## config.mk

```make
export PLATFORM = sky130hd
export DESIGN_NAME = mio_bus_responder_flat
export DESIGN_NICKNAME = d
export VERILOG_FILES = /design/src/rtl/mio_pkg.sv /design/src/rtl/mio_bus_responder_if.sv /design/src/rtl/mio_bus_responder_addr_decode.sv /design/src/rtl/mio_bus_responder.sv /design/src/flat_wrapper.sv
export SDC_FILE = /design/constraint.sdc
export NUM_CORES = 1
export LEC_CHECK = 0
export ABC_CLOCK_PERIOD_IN_PS = 5300
export CORE_ASPECT_RATIO = 1.75
export CORE_MARGIN = 3
export CORE_UTILIZATION = 30
export DETAILED_ROUTE_END_ITERATION = 8
export MAX_ROUTING_LAYER = met4
export PLACE_DENSITY = 0.65
export SKIP_CTS_REPAIR_TIMING = 1
export SLEW_MARGIN = 40
export SYNTH_ARGS = -nofsm -noshare
export SYNTH_HDL_FRONTEND = slang
export SYNTH_SLANG_ARGS = --single-unit
```

## constraint.sdc

```tcl
create_clock -name clk -period 5.3 [get_ports clk]
set_clock_uncertainty 0.2 [all_clocks]
set_input_delay 0.53 -clock clk [delete_from_list [all_inputs] [get_ports clk]]
set_output_delay 0.53 -clock clk [all_outputs]
set_load 0.01 [all_outputs]
```

## src/rtl/mio_pkg.sv

```systemverilog
// Shared definitions for the CPU memory-bus responder: address map,
// FSM state encoding and decoded target selection.
package mio_pkg;

  localparam logic [31:0] RAM_BASE  = 32'h0000_0000;
  localparam logic [31:0] LED_ADDR  = 32'hF000_0000;
  localparam logic [31:0] SW_ADDR   = 32'hF000_0004;
  localparam logic [31:0] TICK_ADDR = 32'hF000_0008;

  typedef enum logic [1:0] {
    IDLE,
    WAIT,
    DONE
  } state_t;

  typedef enum logic [2:0] {
    T_RAM,
    T_LED,
    T_SW,
    T_TICK,
    T_NONE
  } target_t;

endpackage

```

## src/rtl/mio_bus_responder_if.sv

```systemverilog
// CPU-side memory bus: request/address/data from the CPU, data/ready back.
interface mio_bus_responder_if;
  logic        mem_r;
  logic        mem_w;
  logic [31:0] addr;
  logic [31:0] wdata;
  logic [31:0] rdata;
  logic        ready;

  modport master (output mem_r, mem_w, addr, wdata, input rdata, ready);
  modport slave  (input mem_r, mem_w, addr, wdata, output rdata, ready);
endinterface

```

## src/rtl/mio_bus_responder_addr_decode.sv

```systemverilog
// Combinational address decoder: byte address -> bus target.
module mio_addr_decode
  import mio_pkg::*;
#(
  parameter int unsigned RAM_AW = 10
) (
  input  logic [31:0] addr,
  output target_t     target
);

  logic [31:0] w_word;

  // Byte offset is ignored; RAM occupies the low 4*2^RAM_AW bytes.
  assign w_word = {addr[31:2], 2'b00};

  always_comb begin
    target = T_NONE;
    if (((addr - RAM_BASE) >> (RAM_AW + 2)) == '0) target = T_RAM;
    else if (w_word == LED_ADDR)                  target = T_LED;
    else if (w_word == SW_ADDR)                   target = T_SW;
    else if (w_word == TICK_ADDR)                 target = T_TICK;
  end

endmodule

```

## src/rtl/mio_bus_responder.sv

```systemverilog
// Memory/IO responder for the multi-cycle CPU bus: RAM with wait states,
// LED/switch/tick registers, unmapped space answered with zero.
module mio_bus_responder
  import mio_pkg::*;
#(
  parameter int unsigned RAM_WAIT = 1,
  parameter int unsigned RAM_AW   = 10
) (
  input  logic               clk,
  input  logic               reset,
  mio_bus_responder_if.slave bus,
  output logic [RAM_AW-1:0]  ram_addr,
  output logic [31:0]        ram_din,
  output logic               ram_we,
  input  logic [31:0]        ram_dout,
  input  logic [15:0]        sw,
  output logic [15:0]        led,
  output logic [31:0]        tick
);

  state_t      r_state, w_next;
  target_t     w_target;
  logic        w_req, w_wr, w_accept, w_ram_last;
  logic [31:0] r_cnt, r_rdata, r_tick, w_io_rdata;
  logic [15:0] r_led;

  mio_addr_decode #(.RAM_AW(RAM_AW)) u_dec (
    .addr   (bus.addr),
    .target (w_target)
  );

  assign w_req      = bus.mem_r | bus.mem_w;
  assign w_wr       = bus.mem_w;
  assign w_accept   = (r_state == IDLE) && w_req;
  assign w_ram_last = (r_state == WAIT) && (r_cnt == '0);

  always_ff @(posedge clk or posedge reset) begin
    if (reset) r_state <= IDLE;
    else       r_state <= w_next;
  end

  always_comb begin
    w_next = r_state;
    case (r_state)
      IDLE:    if (w_req) w_next = (w_target == T_RAM) ? WAIT : DONE;
      WAIT:    if (r_cnt == '0) w_next = DONE;
      DONE:    w_next = IDLE;
      default: w_next = IDLE;
    endcase
  end

  always_comb begin
    w_io_rdata = '0;
    case (w_target)
      T_LED:   w_io_rdata = {16'h0000, r_led};
      T_SW:    w_io_rdata = {16'h0000, sw};
      T_TICK:  w_io_rdata = r_tick;
      default: w_io_rdata = '0;
    endcase
  end

  always_ff @(posedge clk or posedge reset) begin
    if (reset) begin
      r_cnt   <= '0;
      r_rdata <= '0;
      r_led   <= '0;
      r_tick  <= '0;
    end else begin
      r_tick <= r_tick + 32'd1;
      if (w_accept && w_target == T_RAM)
        r_cnt <= 32'(RAM_WAIT - 1);
      else if (r_state == WAIT && r_cnt != '0)
        r_cnt <= r_cnt - 32'd1;
      // IO side completes on the accept edge; a tick write overrides the increment.
      if (w_accept && w_target != T_RAM) begin
        if (w_wr) begin
          if (w_target == T_LED)  r_led  <= bus.wdata[15:0];
          if (w_target == T_TICK) r_tick <= bus.wdata;
        end else begin
          r_rdata <= w_io_rdata;
        end
      end
      if (w_ram_last && !w_wr) r_rdata <= ram_dout;
    end
  end

  assign bus.rdata = r_rdata;
  assign bus.ready = (r_state == DONE);
  assign ram_addr  = bus.addr[RAM_AW+1:2];
  assign ram_din   = bus.wdata;
  assign ram_we    = (r_state == IDLE) && bus.mem_w && (w_target == T_RAM);
  assign led       = r_led;
  assign tick      = r_tick;

endmodule

```

## src/flat_wrapper.sv

```systemverilog
// flat-port wrapper written by rule: the top's interface ports become plain ports
module mio_bus_responder_flat import mio_pkg::*;
#(
  parameter int unsigned RAM_WAIT = 1,
  parameter int unsigned RAM_AW   = 10
)
  (clk, reset, ram_addr, ram_din, ram_we, ram_dout, sw, led, tick, bus_mem_r, bus_mem_w, bus_addr, bus_wdata, bus_rdata, bus_ready);
  mio_bus_responder_if bus_i ();
  input  logic clk;
  input  logic reset;
  output logic [RAM_AW-1:0] ram_addr;
  output logic [31:0] ram_din;
  output logic ram_we;
  input  logic [31:0] ram_dout;
  input  logic [15:0] sw;
  output logic [15:0] led;
  output logic [31:0] tick;
  input wire logic [$bits(bus_i.mem_r)-1:0] bus_mem_r;
  input wire logic [$bits(bus_i.mem_w)-1:0] bus_mem_w;
  input wire logic [$bits(bus_i.addr)-1:0] bus_addr;
  input wire logic [$bits(bus_i.wdata)-1:0] bus_wdata;
  output wire logic [$bits(bus_i.rdata)-1:0] bus_rdata;
  output wire logic [$bits(bus_i.ready)-1:0] bus_ready;
  assign bus_i.mem_r = bus_mem_r;
  assign bus_i.mem_w = bus_mem_w;
  assign bus_i.addr = bus_addr;
  assign bus_i.wdata = bus_wdata;
  assign bus_rdata = bus_i.rdata;
  assign bus_ready = bus_i.ready;
  mio_bus_responder #(.RAM_WAIT(RAM_WAIT), .RAM_AW(RAM_AW)) u_core (.clk(clk), .reset(reset), .bus(bus_i), .ram_addr(ram_addr), .ram_din(ram_din), .ram_we(ram_we), .ram_dout(ram_dout), .sw(sw), .led(led), .tick(tick));
endmodule
```

Yosys cells after proc, flatten, opt, wreduce, memory -nomap -nowiden
Index checks and enable logic that the tools add are counted.

Add/subtract/negate cells: 2. Equal/unequal tests: 11. Multiplexer cells: 17. Bitwise logic cells: 1. Reduce and logical (&&, ||, !) cells: 20.

Operators with widths (count): $mux 32 (8); $pmux 32 s3 (1); $eq 30x30->1 const B (3); $logic_not 32->1 (2); $add 32x1->32 const B (1); $reduce_bool 32->1 (1); $sub 32x1->32 const B (1); $mux 3 (4); $logic_and 1x1->1 (8); $eq 3x2->1 const B (2); $mux 2 (3); $ne 2x1->1 const B (3); $pmux 2 s2 (1); $reduce_and 2->1 (2); $reduce_bool 2->1 (2); $eq 3x1->1 const B (1); $logic_not 3->1 (1); $reduce_and 3->1 (1); $reduce_bool 3->1 (1); $eq 2x1->1 const B (1); $eq 2x2->1 const B (1); $logic_not 2->1 (1); $logic_not 1->1 (1); $or 1x1->1 (1).

Bits in registers: 114. Bits of input ports: 116. Output and inout bits: 124. Word-level logic and storage cells: 56.

Longest topological paths before layout
Gate-level depths: netlist of run 1.

Word-level depth: 10. Depth in mapped cells: 10. Depth with buffers taken out: 7.

Modules after synthesis
From an unflattened synthesis of run 1, not the netlist that was laid out.

Cells, all modules: 712. Area total of the unflattened synthesis: 6628.9 um^2.

Modules (own cells, without submodules): mio_bus_responder (times used 1, cells each 696, area an instance 6510.0 um^2, sequential area each 2852.7 um^2); mio_addr_decode (times used 1, cells each 16, area an instance 118.9 um^2, sequential area each 0.0 um^2).

Least setup slack after synthesis of run 1
Ideal clock, no wire load.

Path type: input-to-reg. Start: in bus_addr[11]. End: reg u_core.r_led[0], in the netlist u_core.led[0]. Library setup time: 0.125 ns. Arrival time: 2.726 ns. Data required time: 4.975 ns. Slack: 2.250 ns. Stages on the path: 6. Buffers on the path: 1. Cells stage by stage: nor4b_1 -> nand3_1 -> nor2_1 -> nor4b_2 -> buf_2 -> mux2_2.

Word-level cells in the longest chain between the ends: 8. Elaborated cells between the ends (all ways): 11. Classes of those cells: eq/ne (4); mux (4); reduce/logical (3).

Ends and longest elaborated chain: start, declared (RTL line flat_wrapper.sv:20) `input wire logic [$bits(bus_i.addr)-1:0] bus_addr;`; $eq 30x30->1 (RTL line mio_bus_responder_addr_decode.sv:21) `else if (w_word == TICK_ADDR) target = T_TICK;`; $mux 3 (RTL line mio_bus_responder_addr_decode.sv:21); $mux 3 (RTL line mio_bus_responder_addr_decode.sv:20) `else if (w_word == SW_ADDR) target = T_SW;`; $mux 3 * (RTL line mio_bus_responder_addr_decode.sv:19) `else if (w_word == LED_ADDR) target = T_LED;`; $mux 3 * (RTL line mio_bus_responder_addr_decode.sv:18) `if (((addr - RAM_BASE) >> (RAM_AW + 2)) == '0) target = T_RAM;`; $reduce_bool 3->1 (RTL line mio_bus_responder.sv:75) `if (w_accept && w_target != T_RAM) begin`; $logic_and 1x1->1 (RTL line mio_bus_responder.sv:75); $reduce_and 3->1 (no line) *; end signal, assigned (RTL line mio_bus_responder.sv:77) `if (w_target == T_LED) r_led <= bus.wdata[15:0];`; end, declared (RTL line mio_bus_responder.sv:25) `logic [15:0] r_led;`.

Every way passes the cells marked *; elsewhere a longest branch is shown, timed or not. A chain may end at the register's enable or synchronous reset.

Final worst setup path of run 1
Start: reg u_core.r_cnt[0]. End: reg u_core.r_rdata[24], in the netlist u_core.bus.rdata[24].

Word-level cells in the longest chain between the ends: 5. Elaborated cells between the ends (all ways): 7. Classes of those cells: eq/ne (1); mux (1); reduce/logical (5).

Ends and longest elaborated chain: start, declared (RTL line mio_bus_responder.sv:24) `logic [31:0] r_cnt, r_rdata, r_tick, w_io_rdata;`; start signal, assigned (RTL line mio_bus_responder.sv:71) `r_cnt <= 32'(RAM_WAIT - 1);`; start signal, assigned (RTL line mio_bus_responder.sv:73) `r_cnt <= r_cnt - 32'd1;`; $logic_not 32->1 * (RTL line mio_bus_responder.sv:35) `assign w_ram_last = (r_state == WAIT) && (r_cnt == '0);`; $logic_and 1x1->1 * (RTL line mio_bus_responder.sv:35); $logic_and 1x1->1 * (RTL line mio_bus_responder.sv:83) `if (w_ram_last && !w_wr) r_rdata <= ram_dout;`; $ne 2x1->1 (no line) or $reduce_bool 2->1 (tied branches); $reduce_and 2->1 (no line); end signal, assigned (RTL line mio_bus_responder.sv:80) `r_rdata <= w_io_rdata;`; end signal, assigned (RTL line mio_bus_responder.sv:83); end, declared (RTL line mio_bus_responder.sv:24).

Marked as above.

==> flow_summary_export.csv, run 1 <==
group,metric,value,unit
clock_tree,cts_sinks,114,
die,dieWidth,119,um
logic_synthesis,syn-num-nets,824,
detailed_routing,topRoutingLayerUsed,"met4",
cells_and_area,area_delta_synth_final,44.3,%
run,maxCapViolations,0,
hold_path,hold_path.class,"flip-flop to flip-flop",
logic_synthesis,ys.warnings.count,0,
sta,setup_viol,0,
worst_setup_path,crit_end,"u_core.bus.rdata[24]$_DFFE_PP0P_",
logic_synthesis,synth_seq_cells,114,
power_and_ir_drop,irDropWorstVdd,0.000213,V
power_and_ir_drop,power_density,230,nW/um^2
die,die_h,204,um
detailed_routing,via_count,6166,
die,num_rows,71,
clock_tree,cts-root-buf,"clkbuf_16",
sta,final_max_slew_viol_count,0,
detailed_routing,firstDrtPassIters,7,
sta,tns,0,ns
logic_synthesis,yosysSeqAreaShare,42.6,%
logic_synthesis,async_flop_share,100,%
detailed_routing,drt_iter0_markers,327,
logic_synthesis,yosys.area.top_type,"dfrtp_1",
cells_and_area,fill_cells,2133,
placement,place_area,9070,um^2
clock_tree,clk_pin_slew,0.05,ns
worst_setup_path,reg2reg_slack,1.82,ns
placement,place.gp.congestion,0.803,
worst_setup_path,crit_path_start_kind,"flip-flop",
sta,fmax,287,MHz
worst_setup_path,slowest_stage,"a21oi_4",
clock_tree,htree_levels,4,
logic_synthesis,synth_area,6690,um^2
sta,hold_viol,0,
detailed_routing,wl_per_cell,18.8,um
grt,grt_max_degree,66,
worst_setup_path,path_cells,"inv_1 > ha_1 > or4b_1 > nor3_1 > nand4_1 > buf_4 > a21oi_4 > buf_4 > mux2i_1",
detailed_routing,wl_met1,8950,um
detailed_routing,routed_via_density,5.16,
detailed_routing,ant_nets,0,
detailed_routing,wl_met3,1120,um
worst_setup_path,cp.arrival,3.62,ns
detailed_routing,routed_wl,22500,um
die,num_io_pins,240,
worst_setup_path,worstSetupEndpointType,"flip-flop",
grt,grt_pass1_wl,35400,um
logic_synthesis,syn_inst,706,
sta,tightest_slew,0.853,ns
sta,slew_headroom,43.0,%
detailed_routing,drc,0,
worst_setup_path,rr_endpoint,"u_core.bus.rdata[24]$_DFFE_PP0P_",
power_and_ir_drop,power_leakage,3.67,nW
worst_setup_path,cp_common_cell,"buf_4",
cells_and_area,fin_area,9660,um^2
worst_setup_path,reg2reg_depth,9,
logic_synthesis,ys_types,48,
detailed_routing,wl_met2,12100,um
clock_tree,worstSkewPairLatency,0.43,ns
logic_synthesis,synth_common_cells,"dfrtp_1 (114), a21oi_1 (53), buf_4 (42), nor2_1 (42), inv_1 (39)",
die,die_area,24200,um^2
logic_synthesis,synth_top_area_share,42.6,%
logic_synthesis,synth-edff-count,0,
sta,rsz0062_at_grt,"false",
logic_synthesis,syn-mean-instance-area,9.48,um^2
cells_and_area,nets,1008,
sta,timing.hold.ws,0.304,ns
die,core,21700,um^2
logic_synthesis,synth_most_common_cell,"dfrtp_1",
placement,dp_cells,1163,
placement,dpl.hpwl,16700,um
cells_and_area,final_cells,1196,
placement,placement.io_buffers,237,
sta,period_share,65.7,%
clock_tree,clock_path_buffers,2,
grt,grt_usage,19.2,%
clock_tree,cts_tree,"done",
worst_setup_path,crit_fanout,18,
worst_setup_path,required,5.44,ns
worst_setup_path,crit_start,"u_core.r_cnt[0]$_DFFE_PP0P_",
grt,grt_pass1_vias,6362,
cells_and_area,drive_above_1_share,10.2,%
clock_tree,cts-buffers-inserted,17,
worst_setup_path,reg2reg_from,"u_core.r_cnt[0]$_DFFE_PP0P_",
logic_synthesis,synth_ff_type,"dfrtp_1",
grt,antenna_found_initial,1,
run_status,status,"finished, final reports clean",
worst_setup_path,worst-setup-path-type,"flip-flop to flip-flop",
logic_synthesis,synth.top_cells.by_area,"dfrtp_1 (43%), mux2_2 (5.7%), mux2i_1 (5.1%), buf_4 (4.7%), a21oi_1 (4.0%)",
grt,grt.overflow.total,0,
worst_setup_path,critPathMaxStageDelay,0.70,ns
sta,finalCriticalPeriod,3.48,ns
die,initial_core_util,30.9,%
-- how the worst min path moves through the flow --
stage,from,endpoint,slack (ns),cells past startpoint
2_1_floorplan,u_core.r_cnt[3]$_DFFE_PP0P_,u_core.r_cnt[3]$_DFFE_PP0P_,0.27,1
3_3_place_gp,u_core.bus.rdata[4]$_DFFE_PP0P_,u_core.bus.rdata[4]$_DFFE_PP0P_,0.29,1
3_5_place_dp,u_core.bus.rdata[4]$_DFFE_PP0P_,u_core.bus.rdata[4]$_DFFE_PP0P_,0.30,1
4_1_cts,u_core.bus.rdata[4]$_DFFE_PP0P_,u_core.bus.rdata[4]$_DFFE_PP0P_,0.31,1
5_1_grt,u_core.bus.rdata[0]$_DFFE_PP0P_,u_core.bus.rdata[0]$_DFFE_PP0P_,0.32,1
6_report,u_core.bus.rdata[12]$_DFFE_PP0P_,u_core.bus.rdata[12]$_DFFE_PP0P_,0.30,1
-- power by group --
| part | total (mW) | internal (mW) | switching [mW] |
|---|---|---|---|
| logic | 0.211 | 0.123 | 0.0874 |
| clock network | 1.14 | 0.713 | 0.427 |
| registers | 0.873 | 0.872 | 0.000872 |
-- area by class of cell --
type / instances / area (um^2) / area share, %
multi-input combinational: 468 / 3220 / 33.4
inverter: 39 / 151 / 1.57
antenna: 1 / 2.50 / 0.0259
clock buffer: 19 / 453 / 4.69
sequential: 114 / 2850 / 29.5
timing repair buffer: 250 / 2470 / 25.6
tap: 292 / 365 / 3.78
clock inverter: 13 / 136 / 1.41
-- sequential cells by signal (all words and copies together) (netlist names) --
| signal | count |
|---|---|
| u_core.tick | 32 |
| u_core.bus.rdata | 32 |
| u_core.r_state | 2 |
| u_core.r_cnt | 32 |
| u_core.led | 16 |
-- logic make-up (layout without fill, tap and decap cells) --
| group | after synthesis | count (layout) | synth area share (%) |
|---|---|---|---|
| buf+inv | 124 | 321 | 9.51 |
| fa+ha+maj | 2 | 2 | 0.374 |
| mux | 69 | 69 | 11.0 |
| xor+xnor | 31 | 31 | 4.06 |
| compound gates | 141 | 141 | 13.5 |
| other cells | 0 | 1 | 0 |
| flops | 114 | 114 | 42.6 |
| simple gates | 225 | 225 | 19.0 |
-- layer usage --
metal | vias to the layer above | global-route usage [%]
li1 | 2921 | -
met1 | 3021 | 21.8
met2 | 204 | 34.0
met3 | 20 | 4.02
met4 | 0 | 5.59
met5 | - | -
-- cell usage in the layout (no fill, tap or decap), types with 3 or more instances in the layout --
cell type and count:
nand4_1 10, o21ai_0 26, clkinv_4 3, or4_1 20, clkinvlp_4 4, o41ai_1 4
and4_1 8, o31ai_1 12, o311ai_0 3, clkinv_2 4, o22ai_1 16, a22o_1 7
a32o_1 9, clkdlybuf4s50_1 237, inv_1 38, nand3_1 15, nor3_1 37, a21oi_1 53
mux2i_1 34, xor2_1 9, clkbuf_16 17, nor4_1 21, nand2_1 24, nor2b_1 3
dfrtp_1 114, and3_1 6, a2bb2oi_1 7, nor2_1 42, xnor2_1 22, or3_1 21
mux2_2 34, buf_4 12, or2_2 4
-- worst max-delay path, delay by kind of cell (launching register included) --
| kind | cells | cell delay (ns) |
|---|---|---|
| AO/OA/AOI/OAI | 1 | 0.70 |
| flip-flops | 1 | 0.37 |
| buffers and inverters | 3 | 0.74 |
| multiplexers | 1 | 0.23 |
| AND/OR/NAND/NOR | 3 | 0.98 |
| adder cells (fa/ha/maj) | 1 | 0.17 |
-- per-stage QoR --
step / util (%) / worst slack (ns) / power, mW
finish: 44.6 / 1.82 / 2.22
CTS: 44.5 / 1.78 / 2.25
floorplan: - / 1.55 / 0.971
global route: 44.6 / 1.67 / 2.30
detailed placement: 41.8 / 1.57 / 1.10
global placement: 41.8 / 1.58 / 1.10
Note: power is estimated with default switching activity, not from simulation.
==> run 2: changes to the inputs <==
- ABC_CLOCK_PERIOD_IN_PS: 5300 -> 3000
- PLACE_DENSITY: 0.65 -> 0.68
- clock period: 5.3 -> 3 ns (I/O delays scaled with it)
==> run 2 against run 1 <==
Critical path depth down 3. Worst setup slack worse by 1.7 ns. Final cell count up 2.4%. Count of clock-buffer cells in the layout up 3. Utilization up 1.4 points. Largest cell class unchanged. Critical endpoint is now u_core.r_cnt[19]$_DFFE_PP0P_.
==> flow_summary_export.csv, run 2 (synthesis gave the netlist of run 1 again) <==
group,metric,value,unit
run_status,status,"finished, final reports clean",
clock_tree,clk_pin_slew,0.06,ns
die,die_area,24200,um^2
clock_tree,htree_levels,4,
sta,final_max_slew_viol_count,0,
power_and_ir_drop,power_density,395,nW/um^2
power_and_ir_drop,switching_share,22.4,%
die,dieWidth,119,um
die,core,21700,um^2
worst_setup_path,crit_fanout,9,
grt,grt.overflow.total,0,
cells_and_area,area_delta_synth_final,48.7,%
sta,tns,0,ns
detailed_routing,drt_iter0_markers,268,
power_and_ir_drop,power.internal,3.05,mW
sta,worst_slack,0.0870,ns
grt,busiest_layer,"met2",
hold_path,hold_path.class,"primary input to async pin",
cells_and_area,fill_cells,2134,
worst_setup_path,reg2reg_from,"u_core.r_cnt[5]$_DFFE_PP0P_",
detailed_routing,ant_nets,0,
die,num_io_pins,240,
sta,finalCriticalPeriod,2.91,ns
clock_tree,cts_sinks,114,
detailed_routing,routed_wl,22800,um
placement,place.gp.congestion,0.844,
detailed_routing,via_count,6230,
sta,period_share,97.1,%
power_and_ir_drop,p_seq_share,39.2,%
worst_setup_path,crit_path_start_kind,"flip-flop",
grt,grt_pass1_wl,35800,um
worst_setup_path,cp.arrival,3.06,ns
clock_tree,cts-root-buf,"clkbuf_16",
clock_tree,cts_tree,"done",
die,num_rows,71,
worst_setup_path,required,3.14,ns
cells_and_area,drive_above_1_share,12.8,%
placement,placement.io_buffers,237,
grt,grt_max_degree,62,
detailed_routing,firstDrtPassIters,5,
sta,tightest_slew,0.764,ns
sta,setup_viol,0,
detailed_routing,wl_per_cell,18.6,um
power_and_ir_drop,switching_power,0.881,mW
run,maxCapViolations,0,
worst_setup_path,worstSetupEndpointType,"flip-flop",
clock_tree,clock_path_buffers,2,
power_and_ir_drop,irDropWorstVdd,0.000336,V
worst_setup_path,reg2reg_slack,0.09,ns
power_and_ir_drop,pwr-share-clk,50.8,%
power_and_ir_drop,power_leakage,3.83,nW
placement,dpl.hpwl,17400,um
sta,rsz0062_at_grt,"false",
die,die_h,204,um
sta,slew_headroom,49.0,%
clock_tree,cts-buffers-inserted,17,
worst_setup_path,rr_endpoint,"u_core.r_cnt[19]$_DFFE_PP0P_",
grt,antenna_found_initial,2,
grt,grt_pass1_vias,6517,
sta,hold_viol,0,
worst_setup_path,worst-setup-path-type,"flip-flop to flip-flop",
power_and_ir_drop,pwr-share-comb,10.0,%
cells_and_area,nets,1036,
grt,grt_usage,19.3,%
placement,place_worst_setup_slack,0.0494,ns
detailed_routing,routed_via_density,5.09,
grt,met3_usage,2.91,%
cells_and_area,most-common-layout-cells,"clkdlybuf4s50_1 (237), dfrtp_1 (114), a21oi_1 (53), nor2_1 (42), inv_1 (38)",
grt,met2_usage,33.6,%
cells_and_area,final_common_cell,"clkdlybuf4s50_1",
sta,fmax,343,MHz
clock_tree,worstSkewPairLatency,0.42,ns
detailed_routing,drc,0,
grt,gr-usage-met1,21.9,%
die,initial_core_util,30.9,%
worst_setup_path,reg2reg_depth,6,
run 2: power groups by stage:
stage | registers, mW | clock network (mW) | logic [mW]
after floorplan | 1.57 | 0 | 0.148
after global placement | 1.57 | 0 | 0.392
after detailed placement | 1.57 | 0 | 0.393
after CTS | 1.54 | 2.04 | 0.396
after global routing | 1.54 | 2.10 | 0.418
final | 1.54 | 2.00 | 0.392
run 2: final cells by class:
type                    count  area [um^2]  share of cell area, %
well taps                 292          365                   3.67
repair buffers            278         2770                   27.8
inverters                  39          150                   1.51
diodes                      2         5.00                 0.0503
flip-flops and latches    114         2850                   28.7
multi-input cells         468         3230                   32.5
clock inverters            10          108                   1.08
clock buffers              22          474                   4.76
run 2: per-layer routing:
metal	vias up	part of all wire, %
met5	-	0
met4	0	3.0
met3	49	4.1
met2	196	53
met1	3004	40
li1	2981	-
run 2: metrics by stage:
stage | std cells | hold WS [ns] | util (%) | instance area, um^2 | total power [mW]
floorplan | 706 | 0.235 | - | 6700 | 1.72
global placement | 1190 | 0.289 | 43.1 | 9350 | 1.96
detailed placement | 1190 | 0.295 | 43.1 | 9350 | 1.96
CTS | 1222 | 0.0348 | 45.8 | 9930 | 3.98
global route | 1225 | 0.0688 | 45.9 | 9960 | 4.06
finish | 1225 | 0.0304 | 45.9 | 9960 | 3.93
run 2: critical path, stage by stage, from the launching register on:
cell     delay, ns
dfrtp_1       0.42
or4_4         0.61
or4_1         0.50
buf_12        0.18
or4_1         0.47
or3_1         0.32
a21oi_1       0.14
run 2: how the worst max path moves through the flow:
stage | start | cells after the start | endpoint
global route | u_core.r_cnt[5]$_DFFE_PP0P_ | 6 | u_core.r_cnt[21]$_DFFE_PP0P_
floorplan | u_core.r_cnt[5]$_DFFE_PP0P_ | 7 | u_core.bus.rdata[0]$_DFFE_PP0P_
global placement | bus_addr[12] | 6 | ram_we
finish | u_core.r_cnt[5]$_DFFE_PP0P_ | 6 | u_core.r_cnt[19]$_DFFE_PP0P_
detailed placement | bus_addr[12] | 6 | ram_we
CTS | bus_addr[12] | 6 | ram_we
